===== config.mk =====
export PLATFORM = sky130hd
export DESIGN_NAME = frame_sequencer
export DESIGN_NICKNAME = d
export VERILOG_FILES = /design/src/rtl/frame_sequencer.sv
export SDC_FILE = /design/constraint.sdc
export NUM_CORES = 1
export LEC_CHECK = 0
export CORE_MARGIN = 4
export CORE_UTILIZATION = 40
export CTS_CLUSTER_DIAMETER = 150
export CTS_CLUSTER_SIZE = 10
export DETAILED_ROUTE_END_ITERATION = 6
export PLACE_DENSITY = 0.68
export SLEW_MARGIN = 20
export SYNTH_ARGS = -nofsm -noshare
export SYNTH_HDL_FRONTEND = slang
export SYNTH_SLANG_ARGS = --single-unit

===== constraint.sdc =====
create_clock -name clk_i -period 2.3 [get_ports clk_i]
set_clock_uncertainty 0.15 [all_clocks]
set_input_delay 0.46 -clock clk_i [delete_from_list [all_inputs] [get_ports clk_i]]
set_output_delay 0.46 -clock clk_i [all_outputs]
set_load 0.03 [all_outputs]

===== src/rtl/frame_sequencer.sv =====
// frame_sequencer: wraps packer bytes into frames of sync0, sync1, frame number, payload.
// Optional FRAME_CHECKSUM_EN appends an XOR-of-payload trailer byte.
module frame_sequencer #(
  parameter int width_p = 8,
  parameter int payload_bytes_p = 76800,
  parameter logic [width_p-1:0] sync0_p = 8'hA5,
  parameter logic [width_p-1:0] sync1_p = 8'h5A
) (
  input  logic               clk_i,
  input  logic               reset_i,
  input  logic               enable_i,
  input  logic               valid_i,
  output logic               ready_o,
  input  logic [width_p-1:0] data_i,
  output logic               valid_o,
  input  logic               ready_i,
  output logic [width_p-1:0] data_o,
  output logic               frame_active_o,
  output logic [7:0]         frame_count_o
);
  localparam int cnt_w_c = payload_bytes_p > 1 ? $clog2(payload_bytes_p) : 1;
  localparam logic [cnt_w_c-1:0] last_c = cnt_w_c'(payload_bytes_p - 1);
`ifdef FRAME_CHECKSUM_EN
  typedef enum logic [2:0] {IDLE, HDR0, HDR1, HNUM, PAY, CSUM} state_t;
  logic [width_p-1:0] r_csum;
`else
  typedef enum logic [2:0] {IDLE, HDR0, HDR1, HNUM, PAY} state_t;
`endif
  state_t r_state, w_next;
  logic [cnt_w_c-1:0] r_cnt;
  logic [7:0] r_fcnt;
  logic w_pay_hs, w_last, w_eof;
  assign w_pay_hs = (r_state == PAY) && valid_i && ready_i;
  assign w_last = w_pay_hs && (r_cnt == last_c);
  assign frame_active_o = r_state != IDLE;
  assign frame_count_o = r_fcnt;
  always_comb begin
    w_next = r_state;
    valid_o = 1'b0;
    ready_o = 1'b0;
    data_o = '0;
    w_eof = 1'b0;
    case (r_state)
      IDLE: w_next = enable_i ? HDR0 : IDLE;
      HDR0: begin
        valid_o = 1'b1;
        data_o = sync0_p;
        w_next = ready_i ? HDR1 : HDR0;
      end
      HDR1: begin
        valid_o = 1'b1;
        data_o = sync1_p;
        w_next = ready_i ? HNUM : HDR1;
      end
      HNUM: begin
        valid_o = 1'b1;
        data_o = width_p'(r_fcnt);
        w_next = ready_i ? PAY : HNUM;
      end
      PAY: begin
        valid_o = valid_i;
        ready_o = ready_i;
        data_o = data_i;
`ifdef FRAME_CHECKSUM_EN
        w_next = w_last ? CSUM : PAY;
`else
        w_eof = w_last;
`endif
      end
`ifdef FRAME_CHECKSUM_EN
      CSUM: begin
        valid_o = 1'b1;
        data_o = r_csum;
        w_eof = ready_i;
      end
`endif
      default: w_next = IDLE;
    endcase
    if (w_eof) w_next = enable_i ? HDR0 : IDLE;
  end
  always_ff @(posedge clk_i or posedge reset_i) begin
    if (reset_i) begin
      r_state <= IDLE;
      r_cnt <= '0;
      r_fcnt <= '0;
    end else begin
      r_state <= w_next;
      if (w_pay_hs) r_cnt <= w_last ? '0 : r_cnt + 1'b1;
      if (w_eof) r_fcnt <= r_fcnt + 1'b1;
    end
  end
`ifdef FRAME_CHECKSUM_EN
  always_ff @(posedge clk_i or posedge reset_i) begin
    if (reset_i) r_csum <= '0;
    else if (r_state != HDR0 && w_next == HDR0) r_csum <= '0;
    else if (w_pay_hs) r_csum <= r_csum ^ data_i;
  end
`endif
endmodule


==> out/summary.txt, run 1 <==
Clock power frac -> 0.171
first-pass iteration count of the detailed router -> 4
footprint of the multi-input gates -> 785 um^2
drt initial violations -> 80
I/O pins -> 32
first-pass GRT wire length -> 6190 um
Remaining Overflow, GRT -> 0
Tmin final -> 2.25 ns
Async S/R FF share, synth -> 1.00
number of fill cells in the layout -> 351
VDD IR max -> 0.381 mV
Port Buffers -> 31
# DRC -> 0
per-cell routed wire length -> 13.9 um
stages on the worst setup path -> 6
CTS tree -> yes
Seq pwr share -> 0.336
setup TNS -> 0 ns
RR Endpoint -> frame_count_o[4]$_DFFE_PP0P_
Main synth FF type -> dfrtp_1
R2R Path Start -> r_cnt[0]$_DFFE_PP0P_
RSZ-0062 raised after global routing -> yes
Max-Slew Margin vs Limit -> 0.751
crit path kind -> input pin to flip-flop
root buf cell -> clkbuf_8
TritonCTS Buffers -> 3
critical path cell sequence -> clkdlybuf4s50_1, nand4_1, or4_4, buf_4, nor3_1, xor2_1
sequential element share of the synthesized area -> 0.459
routed wire length -> 3590 um
n_diodes -> 0
CP max stage delay -> 0.60 ns
via count -> 1371
ANT nets after route -> 0
Core Region -> 0.00369 mm^2
synthesized area -> 0.00153 mm^2
worst hold start -> r_cnt[6]$_DFFE_PP0P_
worst hold path depth -> 1
critical path required time -> 2.35 ns
Worst-Margin Slew -> 0.372 ns
WP data arrival -> 2.30 ns
H-tree depth -> 1
largest net degree at the start of global routing -> 29
row cnt -> 22
Max Fclk -> 444 MHz
Max FO, Critical Path -> 7
register area -> 703 um^2
Hold Crit Class -> flip-flop to flip-flop
Post-synth EDFFs -> 0
#FFs+latches synth -> 28
clock tree buffer depth -> 2
Setup Viol. Count Final -> 0
final worst path period share -> 0.979
Worst R2R Setup Slack -> 0.13 ns
DP HPWL -> 2630 um
final non-filler cell total -> 259
Net Switching -> 0.725 mW
Worst setup EP type -> flip-flop
CP top delay family -> simple AND/OR/NAND/NOR gates
status -> complete, no violations
Final Max Slew Viols -> 0
warnings from Yosys -> 0
Sw Ratio -> 0.406
Net Count, Synth -> 180
Slowest cell on crit path -> or4_4
die area -> 0.00487 mm^2
DP Cell Count -> 252
vias per cell -> 5.29
Chip Height -> 69.8 um
startpoint class of the critical path -> input pin
total global-route track usage -> 0.150
layout cells sized above 1 -> 0.204
RePlAce Congestion -> 0.831
commonest non-fill, non-tap cell in the layout -> nand2_1
Core Util, Final -> 0.556
Combinational Power Share -> 0.493
vias in the first global route -> 1368
CP Buf/Inv Count -> 2
Syn-to-layout area delta -> 34.3%
clock latency on the worst-skew pair -> 0.28 ns
Syn Area/Cell -> 9.26 um^2
most frequent cells in the layout -> nand2_1 (28), dfrtp_1 (26), buf_4 (21), clkdlybuf4s50_1 (20), o21ai_0 (14)
dpl ws -> -0.256 ns
Clock Pin Slew Worst Setup and Hold Paths -> 0.10 ns
clock sinks -> 28
leakage dissipation -> 0.972 nW
P per Cell Area -> 871 mW/mm^2
initial antenna violation count -> 0
initial core utilization -> 0.414
CTS Hold Bufs -> 0
final hold vios -> 0
WHS Endpoint -> r_cnt[6]$_DFFE_PP0P_
Final #Nets -> 227
Total Power -> 1.79 mW
cell count after synthesis -> 165
post-route worst setup slack -> 0.0476 ns
FF-to-FF path depth -> 6
Max-cap violations -> 0
Die Wd -> 69.8 um
internal power -> 1.06 mW
synth unique cells -> 30
==> sequential cells by signal, summed over array words and instances, names as in the netlist <==
register / cells
r_state: 3
frame_count_o: 8
r_cnt: 17
==> power by group through the flow <==
stage	sequential, mW	combinational, mW	clock (mW)
2_1_floorplan	0.576	0.537	0
3_3_place_gp	0.603	0.777	0
3_5_place_dp	0.605	0.793	0
4_1_cts	0.596	0.794	0.319
5_1_grt	0.609	0.955	0.345
6_report	0.600	0.882	0.306
==> repair_timing <==
item,4_1_cts,5_1_grt
setup buffers,0,2
setup endpoints to repair,0,13
hold endpoints to repair,0,0
gates resized for setup,0,15
==> cells by family after synthesis <==
family          synth area share
mux                       0.0401
xor+xnor                   0.115
buf+inv                   0.0377
compound gates            0.0655
simple gates               0.267
fa+ha+maj                 0.0164
flops                      0.459
==> routing by layer <==
| layer | up-vias | global-route usage | routed length [um] |
|---|---|---|---|
| met5 | - | 0 | 0 |
| met4 | 0 | 0.0383 | 49 |
| met3 | 6 | 0.0348 | 233 |
| met2 | 36 | 0.260 | 1730 |
| met1 | 661 | 0.187 | 1580 |
| li1 | 668 | - | - |
==> synth_stat cells (2+ instances only) <==
| cell type | count | area share |
|---|---|---|
| xor2_1 | 9 | 0.052 |
| buf_1 | 2 | 0.0049 |
| buf_6 | 2 | 0.015 |
| nor4_2 | 2 | 0.016 |
| mux2i_1 | 5 | 0.033 |
| nor4_1 | 6 | 0.025 |
| and3_1 | 4 | 0.016 |
| dfrtp_1 | 28 | 0.46 |
| xnor2_1 | 11 | 0.063 |
| nand4_1 | 7 | 0.029 |
| nand3_1 | 10 | 0.033 |
| nor3_1 | 5 | 0.016 |
| o21ai_0 | 14 | 0.046 |
| inv_1 | 5 | 0.012 |
| nor2_1 | 11 | 0.027 |
| ha_1 | 2 | 0.016 |
| nand2_1 | 28 | 0.069 |
| or3b_2 | 2 | 0.011 |
==> how the worst max path moves through the flow <==
| stage | start | to | slack (ns) |
|---|---|---|---|
| 6_report | valid_i | frame_count_o[4]$_DFFE_PP0P_ | 0.05 |
| 2_1_floorplan | r_state[1]$_DFFE_PP0P_ | frame_count_o[1]$_DFFE_PP0P_ | 0.09 |
| 5_1_grt | valid_i | frame_count_o[3]$_DFFE_PP0P_ | -0.03 |
| 4_1_cts | r_state[2]$_DFFE_PP0P_ | frame_active_o | 0.004 |
| 3_3_place_gp | valid_i | frame_count_o[3]$_DFFE_PP0P_ | -0.15 |
| 3_5_place_dp | valid_i | frame_count_o[4]$_DFFE_PP0P_ | -0.26 |
==> final cells by class <==
type                       count  area share
multi-input combinational    126       0.382
sequential                    28       0.343
timing repair buffer          47       0.208
tap                           48      0.0293
clock buffer                   4      0.0268
inverter                       6      0.0110
==> stage by stage <==
step                hold WS, ns  cell area [um^2]
finish                    0.335              2050
global route              0.358              2050
CTS                       0.339              1990
detailed placement        0.323              1940
global placement          0.305              1940
floorplan                 0.288              1530
Power figures use the tool's default switching activity.
==> inputs of run 2 (changes only) <==
--- a/config.mk
+++ b/config.mk
@@ -10,6 +10,7 @@
 export CTS_CLUSTER_DIAMETER = 150
 export CTS_CLUSTER_SIZE = 10
 export DETAILED_ROUTE_END_ITERATION = 6
+export GPL_ROUTABILITY_DRIVEN = 0
 export PLACE_DENSITY = 0.68
 export SLEW_MARGIN = 20
 export SYNTH_ARGS = -nofsm -noshare
==> results of run 2 <==
Final layout, timing and power as in run 1 (identical DEF).
